`config.mk`:
```
export PLATFORM = sky130hd
export DESIGN_NAME = message_receiver
export DESIGN_NICKNAME = d
export VERILOG_FILES = /design/src/rtl/message_receiver.sv
export SDC_FILE = /design/constraint.sdc
export NUM_CORES = 1
export LEC_CHECK = 0
export ABC_AREA = 1
export BUFFER_PORTS_ARGS = -buffer_cell sky130_fd_sc_hd__buf_2
export CAP_MARGIN = 0
export CELL_PAD_IN_SITES_DETAIL_PLACEMENT = 0
export CELL_PAD_IN_SITES_GLOBAL_PLACEMENT = 1
export CORE_MARGIN = 1.5
export CORE_UTILIZATION = 48
export CTS_CLUSTER_SIZE = 20
export DETAILED_ROUTE_END_ITERATION = 10
export PLACE_DENSITY_LB_ADDON = 0.1
export RECOVER_POWER = 25
export SLEW_MARGIN = 20
export SYNTH_ARGS = -nofsm -noshare
export SYNTH_HDL_FRONTEND = slang
export SYNTH_SLANG_ARGS = --single-unit
```
`constraint.sdc`:
```
create_clock -name clk -period 3.3 [get_ports clk]
set_clock_uncertainty 0.2 [all_clocks]
set_input_delay 0.33 -clock clk [delete_from_list [all_inputs] [get_ports clk]]
set_output_delay 0.33 -clock clk [all_outputs]
set_load 0.05 [all_outputs]
```
`src/rtl/message_receiver.sv`:
```
`timescale 1ns/1ps
// -----------------------------------------------------------------------------
// message_receiver
//
// Receives the 6-bit message link. Each frame is one start bit (0), six data
// bits sent LSB first, and one stop bit (1). The receiver passes the serial
// line through a two-flop synchronizer. It confirms the start bit at its
// midpoint and then samples every following bit at its midpoint.
//
// Parameters
//   CLKS_PER_BIT : clock cycles per serial bit. Must be even, range 4..1023.
//
// Ports
//   clk       : clock; all state changes on the rising edge
//   rst       : asynchronous active-high reset
//   sin       : serial line, asynchronous to clk; idles high
//   msg_out   : last correctly framed message
//   valid     : one-cycle pulse when msg_out has been updated
//   frame_err : one-cycle pulse when the stop bit was sampled low
//   busy      : high whenever the receiver is not idle
// -----------------------------------------------------------------------------
module message_receiver #(
  parameter int CLKS_PER_BIT = 16
) (
  input  logic       clk,
  input  logic       rst,
  input  logic       sin,
  output logic [5:0] msg_out,
  output logic       valid,
  output logic       frame_err,
  output logic       busy
);

  localparam logic [9:0] HALF_M1 = 10'(CLKS_PER_BIT / 2 - 1);
  localparam logic [9:0] FULL_M1 = 10'(CLKS_PER_BIT - 1);

  typedef enum logic [2:0] {
    IDLE  = 3'd0,
    START = 3'd1,
    DATA  = 3'd2,
    STOP  = 3'd3,
    BRK   = 3'd4
  } state_t;

  state_t     state, next;
  logic       s1, sin_s;
  logic [9:0] cnt;
  logic [3:0] bitcnt;
  logic [5:0] data;

  logic cnt_clr, cnt_inc, bit_clr, bit_inc, shift, load, err;

  // Both flops reset high, so the line reads idle until real data arrives.
  always_ff @(posedge clk or posedge rst) begin
    if (rst) begin
      s1    <= 1'b1;
      sin_s <= 1'b1;
    end else begin
      s1    <= sin;
      sin_s <= s1;
    end
  end

  always_ff @(posedge clk or posedge rst) begin
    if (rst) state <= IDLE;
    else     state <= next;
  end

  always_comb begin
    next    = state;
    cnt_clr = 1'b0;
    cnt_inc = 1'b0;
    bit_clr = 1'b0;
    bit_inc = 1'b0;
    shift   = 1'b0;
    load    = 1'b0;
    err     = 1'b0;
    unique case (state)
      IDLE: begin
        cnt_clr = 1'b1;
        if (!sin_s) next = START;
      end
      START: begin
        if (cnt == HALF_M1) begin
          // A start bit must still be low at its midpoint. Otherwise treat
          // it as a glitch and return to IDLE.
          cnt_clr = 1'b1;
          if (!sin_s) begin
            next    = DATA;
            bit_clr = 1'b1;
          end else begin
            next = IDLE;
          end
        end else begin
          cnt_inc = 1'b1;
        end
      end
      DATA: begin
        if (cnt == FULL_M1) begin
          cnt_clr = 1'b1;
          shift   = 1'b1;
          bit_inc = 1'b1;
          if (bitcnt == 4'd5) next = STOP;
        end else begin
          cnt_inc = 1'b1;
        end
      end
      STOP: begin
        if (cnt == FULL_M1) begin
          cnt_clr = 1'b1;
          if (sin_s) begin
            load = 1'b1;
            next = IDLE;
          end else begin
            err  = 1'b1;
            next = BRK;
          end
        end else begin
          cnt_inc = 1'b1;
        end
      end
      BRK: begin
        // Stay here while the line is held low. A held break does not count
        // as a new start bit.
        cnt_clr = 1'b1;
        if (sin_s) next = IDLE;
      end
      default: begin
        next    = IDLE;
        cnt_clr = 1'b1;
      end
    endcase
  end

  always_ff @(posedge clk or posedge rst) begin
    if (rst) begin
      cnt       <= '0;
      bitcnt    <= '0;
      data      <= '0;
      msg_out   <= '0;
      valid     <= 1'b0;
      frame_err <= 1'b0;
      busy      <= 1'b0;
    end else begin
      if (cnt_clr)      cnt <= '0;
      else if (cnt_inc) cnt <= cnt + 10'd1;

      if (bit_clr)      bitcnt <= '0;
      else if (bit_inc) bitcnt <= bitcnt + 4'd1;

      // Bits arrive LSB first and enter at the MSB end, so after six shifts
      // bit 0 is in data[0].
      if (shift) data <= {sin_s, data[5:1]};

      if (load) msg_out <= data;

      valid     <= load;
      frame_err <= err;
      busy      <= (next != IDLE);
    end
  end

endmodule

```
==> run_results.csv <==
group,metric,value,unit
routing,detail_route.wl_per_cell,11.41,um
finish,n_antenna_cell,0,
timing,drv_slew,35,
global_routing,globalRouteOverflowTotal,0,
setup_path,startpoint_type,"primary input",
timing,finalSetupViolations,0,
power,internal_power,0.6637,mW
clock_network,clk_pin_slew,120,ps
routing,drc,0,
routing,ant_nets,0,
finish,nets,207,
clock_network,tritoncts,"yes",
timing,relSlewSlack,-0.1431,
global_routing,grt_max_degree,35,
synth,synth_cells,182,
global_routing,antenna_found_initial,0,
timing,rsz0062_at_grt,"false",
global_routing,grt.met3_usage,0.06494,
global_routing,grt_util_met2,0.2717,
finish,syn2layout_area_growth,12.40,%
die,io_pins,12,
timing,min_period,2322,ps
clock_network,cts_sinks,34,
routing,drtIter0Drc,54,
power,p_per_area,545.1,mW/mm2
finish,layout-drive-gt1-share,0.1485,
clock_network,clockBufferDepth,2,
setup_path,worstPathArrival,2270,ps
synth,ys_seq_elements,34,
timing,finalHoldViolCount,0,
die,fp-row-count,20,
die,start_util,0.5114,
synth,synth_area,0.001574,mm2
synth,synth_nets,188,
die,die-area,0.003632,mm2
clock_network,clock-root-buffer,"clkbuf_4",
die,core_area,0.003078,mm2
timing,fmax,0.4306,GHz
clock_network,numCtsBuffers,5,
synth,yosys_warnings,0,
die,fp.dieW,60.27,um
routing,routed_via_density,4.809,
global_routing,use_met1,0.2486,
power,p_sw_frac,0.3118,
timing,tightest_slew,1715,ps
clock_network,htree_levels,2,
global_routing,busiest_layer,"met2",
routing,drt_pass1_iterations,4,
global_routing,grt_pass1_vias,1146,
job,max_cap_violations,1,
power,sequentialPowerShare,0.506,
run_status,violations,"max-capacitance violations, max-slew violations",
timing,finalCritPeriodShare,0.7037,
placed_design,hpwlAfterDp,2.047,mm
setup_path,path_class,"in -> async",
clock_network,postCtsResizedCells,0,
power,ir_drop,0.0003075,V
synth,ys_seq_area_frac,0.5421,
clock_network,clock_latency,350,ps
power,p_total,0.9644,mW
power,power.leakage,0.8811,nW
power,combPwrFrac,0.180,
global_routing,track_usage,0.1842,
timing,setup_tns,0,ps
worst_hold_path,hp-class,"reg -> reg",
run_status,status,"complete, but fails checks",
placed_design,port_buffers,11,
routing,wl,2.807,mm
die,die_y,60.27,um
finish,instances_no_fill,246,
placed_design,dp_slack,1216,ps
routing,vias,1183,
power,pwr-share-clk,0.314,
synth,synth.distinct_cells,19,
placed_design,place_congestion,0.8152,
setup_path,worst_setup_path_end_kind,"asynchronous set/reset pin",
power,switchingPower,0.3007,mW
placed_design,placed_cells,236,
synth,syn_avg_cell_area,8.648,um2
timing,layout_setup_ws,977.9,ps
finish,fillers,284,
global_routing,grt_pass1_wl,4.836,mm
setup_path,cp_max_fo,34,
setup_path,cp.required,3240,ps
[kinds of logic after synthesis]
family / count (synthesis) / share of synthesized area
xor gates and xnor gates: 3 / 0.01670
and+or+nand+nor: 85 / 0.2401
adders and majority gates: 3 / 0.02385
DFF: 34 / 0.5421
AOI/OAI and AO/OA: 24 / 0.09300
buffers and inverters: 33 / 0.08426
[timing repair]
| action | CTS | global route |
|---|---|---|
| endpoints found under the hold margin | 33 | 0 |
| buffers inserted | 0 | 0 |
| hold buffers | 2 | 0 |
| setup endpoints to repair | 0 | 0 |
[stage by stage]
stage / area (um2) / util / hold WS (ps)
4_1_cts: 1773 / 0.5760 / 190.3
6_report: 1769 / 0.5748 / 186.4
3_3_place_gp: 1675 / 0.5443 / 154.1
2_1_floorplan: 1574 / - / 134.5
3_5_place_dp: 1675 / 0.5443 / 154.6
5_1_grt: 1769 / 0.5748 / 194.4
[flip-flops by register name (all words and copies together) (netlist names), 3 cells and up]
register / flops
data: 6
bitcnt: 4
msg_out: 6
cnt: 10
state: 3
[layout make-up]
type	count	area [um2]	area share
Sequential cell	34	853.3	0.4823
Multi-Input combinational cell	115	588.1	0.3324
Inverter	31	116.4	0.06577
Timing Repair Buffer	14	78.83	0.04455
Tap cell	44	55.05	0.03112
Clock inverter	3	40.04	0.02263
Clock buffer	5	37.54	0.02122
[power groups by stage]
stage	logic, mW	registers [mW]	clock network, mW
floorplan	0.120	0.509	0
global placement	0.176	0.495	0
detailed placement	0.175	0.495	0
CTS	0.177	0.488	0.307
global route	0.207	0.494	0.323
finish	0.174	0.488	0.303
[layer usage]
layer  up-vias  wire length (um)
li1        615                 -
met1       549              1442
met2        15              1225
met3         4               104
met4         0                36
met5         -                 0
[synthesized netlist by cell type]
master / count / area share
nand2_1: 33 / 0.079
dfrtp_1: 32 / 0.51
inv_1: 31 / 0.074
nor2_1: 25 / 0.060
nand3_1: 15 / 0.048
o21ai_0: 7 / 0.022
o21ai_2: 7 / 0.039
a21oi_1: 5 / 0.016
nand4_1: 5 / 0.020
o21ai_1: 5 / 0.016
nor3_1: 4 / 0.013
ha_1: 3 / 0.024
xor2_1: 3 / 0.017
dfstp_2: 2 / 0.033
buf_2: 1 / 0.0032
buf_6: 1 / 0.0072
nand3_2: 1 / 0.0064
nand3b_1: 1 / 0.0048
nor3_4: 1 / 0.010
[path summary, 6_finish.rpt]
| check | slack, ps | startpoint | cells after the start | end |
|---|---|---|---|---|
| max | 980 | rst | 4 | valid$_DFF_PP0_ |
| min | 190 | s1$_DFF_PP1_ | 0 | sin_s$_DFF_PP1_ |
| max reg2reg | 1190 | cnt[0]$_DFFE_PP0P_ | 7 | bitcnt[1]$_DFFE_PP0P_ |
| min reg2reg | 190 | s1$_DFF_PP1_ | 0 | sin_s$_DFF_PP1_ |
| max in group clk | 1190 | cnt[0]$_DFFE_PP0P_ | 7 | bitcnt[1]$_DFFE_PP0P_ |
| min in group asynchronous | 920 | rst | 4 | msg_out[2]$_DFFE_PP0P_ |
[critical path, cell delays in order]
cell and delay [ps]:
dlygate4sd3_1 530, buf_2 120, inv_1 40, clkbuf_1 1230
[layout by cell type, fill, tap and decap left out, types with 2 or more instances in the layout]
master,count
nand2_1,33
dfrtp_1,32
inv_1,31
nor2_1,25
nand3_1,15
buf_2,11
o21ai_2,7
o21ai_0,7
nand4_1,5
o21ai_1,5
a21oi_1,5
clkbuf_4,5
nor3_1,4
xor2_1,3
ha_1,3
clkinv_2,2
dlygate4sd3_1,2
dfstp_2,2
Note: power is estimated with default switching activity, not from simulation.
